$ cat src/rtl/sram_port_arbiter.sv
// rtl/sram_port_arbiter.sv - fetch/load-store arbiter for one single-ported synchronous SRAM
//
// Purpose:
//   Grants at most one SRAM transaction at a time to either the instruction
//   fetch requester or the load/store requester, counts the fixed SRAM read
//   latency and routes the response back to the owner only. Data accesses have
//   priority; after STARVE_LIMIT consecutive data grants with inst_req pending,
//   the next grant goes to inst.
//
// Parameters:
//   SRAM_LAT      SRAM read latency from the sram_en cycle (1..7)
//   STARVE_LIMIT  consecutive data grants allowed while inst waits (1..15)
//
// Optional build macro:
//   SRAM_ARB_PERF_EN  builds the perf_* grant/stall counters; without it the
//                     perf_* ports are tied to 0.
//
// Ports:
//   clk, resetn                         clock, asynchronous active-low reset
//   inst_req/addr                       fetch request in
//   inst_addr_ok/data_ok/rdata          fetch accept, response, data out
//   data_req/wr/wstrb/addr/wdata        load/store request in
//   data_addr_ok/data_ok/rdata          load/store accept, response, data out
//   sram_en/we/addr/wdata, sram_rdata   SRAM access interface
//   perf_inst_grants/data_grants/stall_cycles  performance counters

module sram_port_arbiter #(
  parameter int SRAM_LAT     = 1,
  parameter int STARVE_LIMIT = 4
) (
  input  logic        clk,
  input  logic        resetn,
  input  logic        inst_req,
  input  logic [31:0] inst_addr,
  output logic        inst_addr_ok,
  output logic        inst_data_ok,
  output logic [31:0] inst_rdata,
  input  logic        data_req,
  input  logic        data_wr,
  input  logic [3:0]  data_wstrb,
  input  logic [31:0] data_addr,
  input  logic [31:0] data_wdata,
  output logic        data_addr_ok,
  output logic        data_data_ok,
  output logic [31:0] data_rdata,
  output logic        sram_en,
  output logic [3:0]  sram_we,
  output logic [31:0] sram_addr,
  output logic [31:0] sram_wdata,
  input  logic [31:0] sram_rdata,
  output logic [31:0] perf_inst_grants,
  output logic [31:0] perf_data_grants,
  output logic [31:0] perf_stall_cycles
);

  typedef enum logic {IDLE, BUSY} state_t;
  typedef enum logic [1:0] {OWN_NONE, OWN_INST, OWN_DATA} owner_t;

  localparam logic [2:0] LAT_INIT   = 3'(SRAM_LAT);
  localparam logic [3:0] STREAK_MAX = 4'(STARVE_LIMIT);

  state_t      state;
  owner_t      owner;
  logic        owner_store;
  logic [2:0]  cnt;
  logic [3:0]  streak;

  logic        resp_cycle;
  logic        grant_window;
  logic        inst_forced;
  logic        data_win;
  logic        inst_win;
  logic        data_store;

  // The response cycle doubles as a grant opportunity, giving back-to-back
  // accesses every SRAM_LAT cycles.
  assign resp_cycle   = (state == BUSY) && (cnt == 3'd1);
  // Gated by resetn so the combinational handshakes are quiet during reset.
  assign grant_window = resetn && ((state == IDLE) || resp_cycle);
  assign inst_forced  = inst_req && (streak == STREAK_MAX);
  assign data_win     = grant_window && data_req && !inst_forced;
  assign inst_win     = grant_window && inst_req && !data_win;
  assign data_store   = data_win && data_wr;

  assign inst_addr_ok = inst_win;
  assign data_addr_ok = data_win;

  assign sram_en    = data_win || inst_win;
  assign sram_we    = data_store ? data_wstrb : 4'b0000;
  assign sram_wdata = data_store ? data_wdata : 32'h0;
  assign sram_addr  = data_win ? data_addr : (inst_win ? inst_addr : 32'h0);

  assign inst_data_ok = resp_cycle && (owner == OWN_INST);
  assign data_data_ok = resp_cycle && (owner == OWN_DATA);
  assign inst_rdata   = inst_data_ok ? sram_rdata : 32'h0;
  // Stores still pulse data_ok but never expose the SRAM read bus.
  assign data_rdata   = (data_data_ok && !owner_store) ? sram_rdata : 32'h0;

  always_ff @(posedge clk or negedge resetn) begin
    if (!resetn) begin
      state       <= IDLE;
      owner       <= OWN_NONE;
      owner_store <= 1'b0;
      cnt         <= 3'd0;
      streak      <= 4'd0;
    end else begin
      if (data_win || inst_win) begin
        state       <= BUSY;
        cnt         <= LAT_INIT;
        owner       <= data_win ? OWN_DATA : OWN_INST;
        owner_store <= data_store;
      end else if (state == BUSY) begin
        if (cnt == 3'd1) begin
          state       <= IDLE;
          owner       <= OWN_NONE;
          owner_store <= 1'b0;
          cnt         <= 3'd0;
        end else begin
          cnt <= cnt - 3'd1;
        end
      end

      // Streak measures how long inst has waited behind data grants.
      if (!inst_req || inst_win) begin
        streak <= 4'd0;
      end else if (data_win && (streak != STREAK_MAX)) begin
        streak <= streak + 4'd1;
      end
    end
  end

`ifdef SRAM_ARB_PERF_EN
  logic stall;

  // A cycle stalls when any requester is asking and is not accepted.
  assign stall = (inst_req && !inst_win) || (data_req && !data_win);

  always_ff @(posedge clk or negedge resetn) begin
    if (!resetn) begin
      perf_inst_grants  <= 32'h0;
      perf_data_grants  <= 32'h0;
      perf_stall_cycles <= 32'h0;
    end else begin
      if (inst_win) perf_inst_grants  <= perf_inst_grants + 32'd1;
      if (data_win) perf_data_grants  <= perf_data_grants + 32'd1;
      if (stall)    perf_stall_cycles <= perf_stall_cycles + 32'd1;
    end
  end
`else
  assign perf_inst_grants  = 32'h0;
  assign perf_data_grants  = 32'h0;
  assign perf_stall_cycles = 32'h0;
`endif

endmodule
$ cat config.mk
export PLATFORM = sky130hd
export DESIGN_NAME = sram_port_arbiter
export DESIGN_NICKNAME = d
export VERILOG_FILES = /design/src/rtl/sram_port_arbiter.sv
export SDC_FILE = /design/constraint.sdc
export NUM_CORES = 1
export LEC_CHECK = 0
export ABC_AREA = 0
export BUFFER_PORTS_ARGS = -buffer_cell sky130_fd_sc_hd__buf_2
export CAP_MARGIN = 0
export CORE_AREA = 4 4 143 145
export DETAILED_ROUTE_END_ITERATION = 12
export DIE_AREA = 0 0 147 149
export GPL_TIMING_DRIVEN = 0
export PLACE_DENSITY_LB_ADDON = 0.25
export SYNTH_ARGS = -nofsm -noshare
export SYNTH_HDL_FRONTEND = slang
export SYNTH_SLANG_ARGS = --single-unit
$ cat constraint.sdc
create_clock -name clk -period 2 [get_ports clk]
set_input_delay 0.4 -clock clk [delete_from_list [all_inputs] [get_ports clk]]
set_output_delay 0.4 -clock clk [all_outputs]
set_load 0.05 [all_outputs]
==> results.md <==
* Run status: complete, but fails checks
* Violated checks: setup timing
* Proportion of power drawn by the clock network at 6.7%
* Combined flip-flop and latch cell area at 275 um2
* Final count of pins violating max slew at 0
* Area after DPL at 0.00526 mm2
* Number of buffers added on ports at 273
* Instance count after placement with tap cells included at 1024
* Detailed-route wire length at 16.1 mm
* Finished Core Util at 39.7%
* Die area at 0.0219 mm2
* Number of hold buffers added after cts at 0
* Count of final setup violators at 135
* Number of vias per cell after detailed routing at 3.62
* Setup repair after global routing missed its margin: true
* Height of the die at 149 um
* Worst R2R Setup Slack at 0.11 ns
* Max-cap violation count at 0
* CP Max Fanout at 9
* Hold WS at 0.0577 ns
* Number of top-level pins at 370
* Gate count of the mapped netlist at 391
* Detail Route Antenna Nets at 0
* Share of post-route cells with drive strength above 1 at 74.8%
* Combinational fraction of design power at 86.9%
* Total number of clock tree sinks at 11
* Worst rel slew slack at 62.8%
* Max VDD drop at 0.000414 V
* Net Sw Frac at 51.4%
* Overall fraction of global-route tracks in use at 12.7%
* Worst r2r src: cnt[1]$_DFFE_PN0P_
* Areal power density over the cells at 726 mW/mm2
* Horiz. Die Dim at 147 um
* Number of CTS-inserted buffers at 3
* Register share of total power at 6.4%
* Sequential-to-total area share from yosys stat at 10.4%
* Final worst path period share at 119%
* Int Power at 2.69 mW
* Simple-gate portion of the synthesized area at 42.3%
* Worst flop-to-flop path endpoint: streak[3]$_DFFE_PN0P_
* Total power after layout at 5.53 mW
* Type of the setup path with the least slack: reg -> out
* Setup_tns at -40.57 ns
* First-iteration detailed-routing DRC count at 101
* Largest family of logic cells by synthesized area: simple AND/OR/NAND/NOR gates
* Clock Path Buffers at 2
* Async S/R FF share, synth at 100%
* Netlist Area Pre-Place at 0.00266 mm2
* Via Count at 3912
* Routability-driven placement congestion ratio at 0.752
* Transition time of the tightest slew-check pin at 0.553 ns
* Final Cell Area at 0.00762 mm2
* Xor and xnor fraction of the mapped netlist area at 0%
* Sum of net half-perimeters after detailed placement at 12.4 mm
* Grt ovf at 0
* Number of endpoints with negative hold slack in the final report at 0
* Endpoint required time on the critical path at 1.60 ns
* Root buf cell: sky130_fd_sc_hd__clkbuf_16
* Detailed-route wire length per cell at 14.9 um
* Final critical-path setup slack at -0.378 ns
* Synthesized flop and latch total at 11
* Layout fillers at 1881
* Adder-cell share of the synthesized area at 1.88%
* Mux cell area share after synthesis at 0%
* Kind of capture point of the worst setup path: output port
* Drc violations at 0
* Pin count of the biggest net entering global routing at 15
* Total leakage power at 3.83 nW
* H-tree levels at 1
* Core area at 0.0192 mm2
* Crit path arrival time at 1.98 ns
* Initial core utilization at 13.8%
* Compound-cell area share of the yosys netlist at 11.4%
* Crit path time final at 2.38 ns
* Most used DFF post-synth: sky130_fd_sc_hd__dfrtp_1
* Count of standard-cell rows at 51
* Final Net Count at 957
* Count of distinct cell types in the synthesized netlist at 39
* Number of enable-type register cells in the synthesized netlist at 0
* Fin cells at 1081
* Post-CTS clock slew at the launch and capture registers of the worst setup and hold paths at 0.05 ns
* Switching component of the power at 2.84 mW
* CTS tree: yes
* Peak Freq at 0.420 GHz
* FF-to-FF path depth at 10
* Worst hold-check path type: in -> async
* Synthesis-to-layout area growth at 187%
* Count of warnings emitted by yosys at 0
* Wire length of the first global-routing pass at 22.4 mm
* Multi-input logic area at 0.00256 mm2
* Number of global-route vias before repair at 3944
* Initial antenna violation count at 2
* Kind of start point of the critical path: flip-flop
* Pre-CTS worst setup slack at -0.621 ns
* Synthesized area per cell at 6.79 um2
* Number of optimization iterations in the first detailed-route pass at 4
* Post-route clock skew at 0.00718 ns
* Source-to-sink clock delay at the later pin of the worst-skew pair at 0.24 ns
-- kinds of logic after synthesis --
kind of cell,after synthesis
and+or+nand+nor,191
AOI/OAI and AO/OA,52
buffers and inverters,132
DFF,11
adders and majority gates,4
other,1
-- sequential cells by signal (all words and copies together), names as in the netlist --
signal       count
streak           4
state            1
owner_store      1
cnt              3
owner            2
-- cells in the mapped netlist (2+ instances only) --
library cell,instances,area share [%]
sky130_fd_sc_hd__ha_1,4,1.9
sky130_fd_sc_hd__clkbuf_1,15,2.1
sky130_fd_sc_hd__a21oi_1,2,0.38
sky130_fd_sc_hd__o21ai_2,2,0.66
sky130_fd_sc_hd__nand3_1,2,0.38
sky130_fd_sc_hd__a31oi_1,2,0.47
sky130_fd_sc_hd__nand4_1,32,7.5
sky130_fd_sc_hd__dfrtp_1,11,10
sky130_fd_sc_hd__buf_4,98,28
sky130_fd_sc_hd__inv_1,6,0.85
sky130_fd_sc_hd__o21ai_1,8,1.5
sky130_fd_sc_hd__nand2_1,41,5.8
sky130_fd_sc_hd__nor2_1,3,0.42
sky130_fd_sc_hd__o22ai_1,2,0.47
sky130_fd_sc_hd__o21ai_0,30,5.7
sky130_fd_sc_hd__inv_2,2,0.28
sky130_fd_sc_hd__buf_6,4,1.7
sky130_fd_sc_hd__buf_2,7,1.3
sky130_fd_sc_hd__and2_1,100,24
-- critical path: stages (launching register included) --
cell and delay [ns]:
sky130_fd_sc_hd__dfrtp_1 0.39, sky130_fd_sc_hd__inv_2 0.08, sky130_fd_sc_hd__ha_4 0.14, sky130_fd_sc_hd__nand3b_4 0.09
sky130_fd_sc_hd__o21ai_4 0.19, sky130_fd_sc_hd__buf_12 0.18, sky130_fd_sc_hd__nor3_4 0.06, sky130_fd_sc_hd__buf_4 0.13
sky130_fd_sc_hd__buf_2 0.13, sky130_fd_sc_hd__and2_2 0.20, sky130_fd_sc_hd__buf_6 0.15
-- layout make-up --
class,count,share of cell area [%]
flip-flops and latches,11,3.61
inverters,8,0.394
plain buffers,122,13.8
diodes,1,0.0329
multi-input cells,343,33.6
repair buffers,327,43.1
well taps,265,4.35
clock buffers,4,1.03
-- how the worst max path moves through the flow --
stage | from | to | slack (ns)
2_1_floorplan | cnt[1]$_DFFE_PN0P_ | sram_addr[10] | 0.005
3_3_place_gp | cnt[1]$_DFFE_PN0P_ | data_rdata[30] | -0.60
3_5_place_dp | cnt[1]$_DFFE_PN0P_ | data_rdata[30] | -0.62
4_1_cts | cnt[0]$_DFFE_PN0P_ | sram_wdata[10] | -0.36
5_1_grt | streak[0]$_DFFE_PN0P_ | sram_wdata[17] | -0.48
6_report | streak[0]$_DFFE_PN0P_ | sram_we[2] | -0.38
-- cell usage in the layout, fill, tap and decap left out, types with 3 or more instances in the layout --
cell,instances
sky130_fd_sc_hd__and2_4,94
sky130_fd_sc_hd__buf_2,137
sky130_fd_sc_hd__o21ai_0,6
sky130_fd_sc_hd__inv_1,3
sky130_fd_sc_hd__nand2_2,6
sky130_fd_sc_hd__buf_4,118
sky130_fd_sc_hd__dfrtp_1,11
sky130_fd_sc_hd__o21ai_4,34
sky130_fd_sc_hd__nand2_1,34
sky130_fd_sc_hd__nand4_1,32
sky130_fd_sc_hd__clkbuf_1,4
sky130_fd_sc_hd__clkbuf_16,12
sky130_fd_sc_hd__buf_8,123
sky130_fd_sc_hd__conb_1,96
sky130_fd_sc_hd__inv_2,5
sky130_fd_sc_hd__buf_6,51
sky130_fd_sc_hd__clkbuf_8,4
sky130_fd_sc_hd__and2_2,6
-- metal layers --
metal	track usage [%]	vias to the layer above	part of all wire, %
li1	-	1946	-
met1	13.5	1746	34
met2	24.6	208	55
met3	3.62	10	9.1
met4	3.26	2	1.3
met5	0	-	0.043
-- power by group through the flow --
stage               Clock (mW)  Sequential (mW)  Combinational (mW)
floorplan                    0            0.346                2.57
global placement             0            0.355                3.23
detailed placement           0            0.357                3.23
CTS                      0.372            0.355                4.37
global route             0.387            0.365                5.04
finish                   0.369            0.354                4.81
-- timing repair --
item / CTS / global route
buffers inserted: 25 / 13
pin swaps: 66 / 82
cloned: 6 / 10
setup endpoints to repair: 137 / 139
resized for setup: 474 / 51
Note: power is estimated with default switching activity, not from simulation.
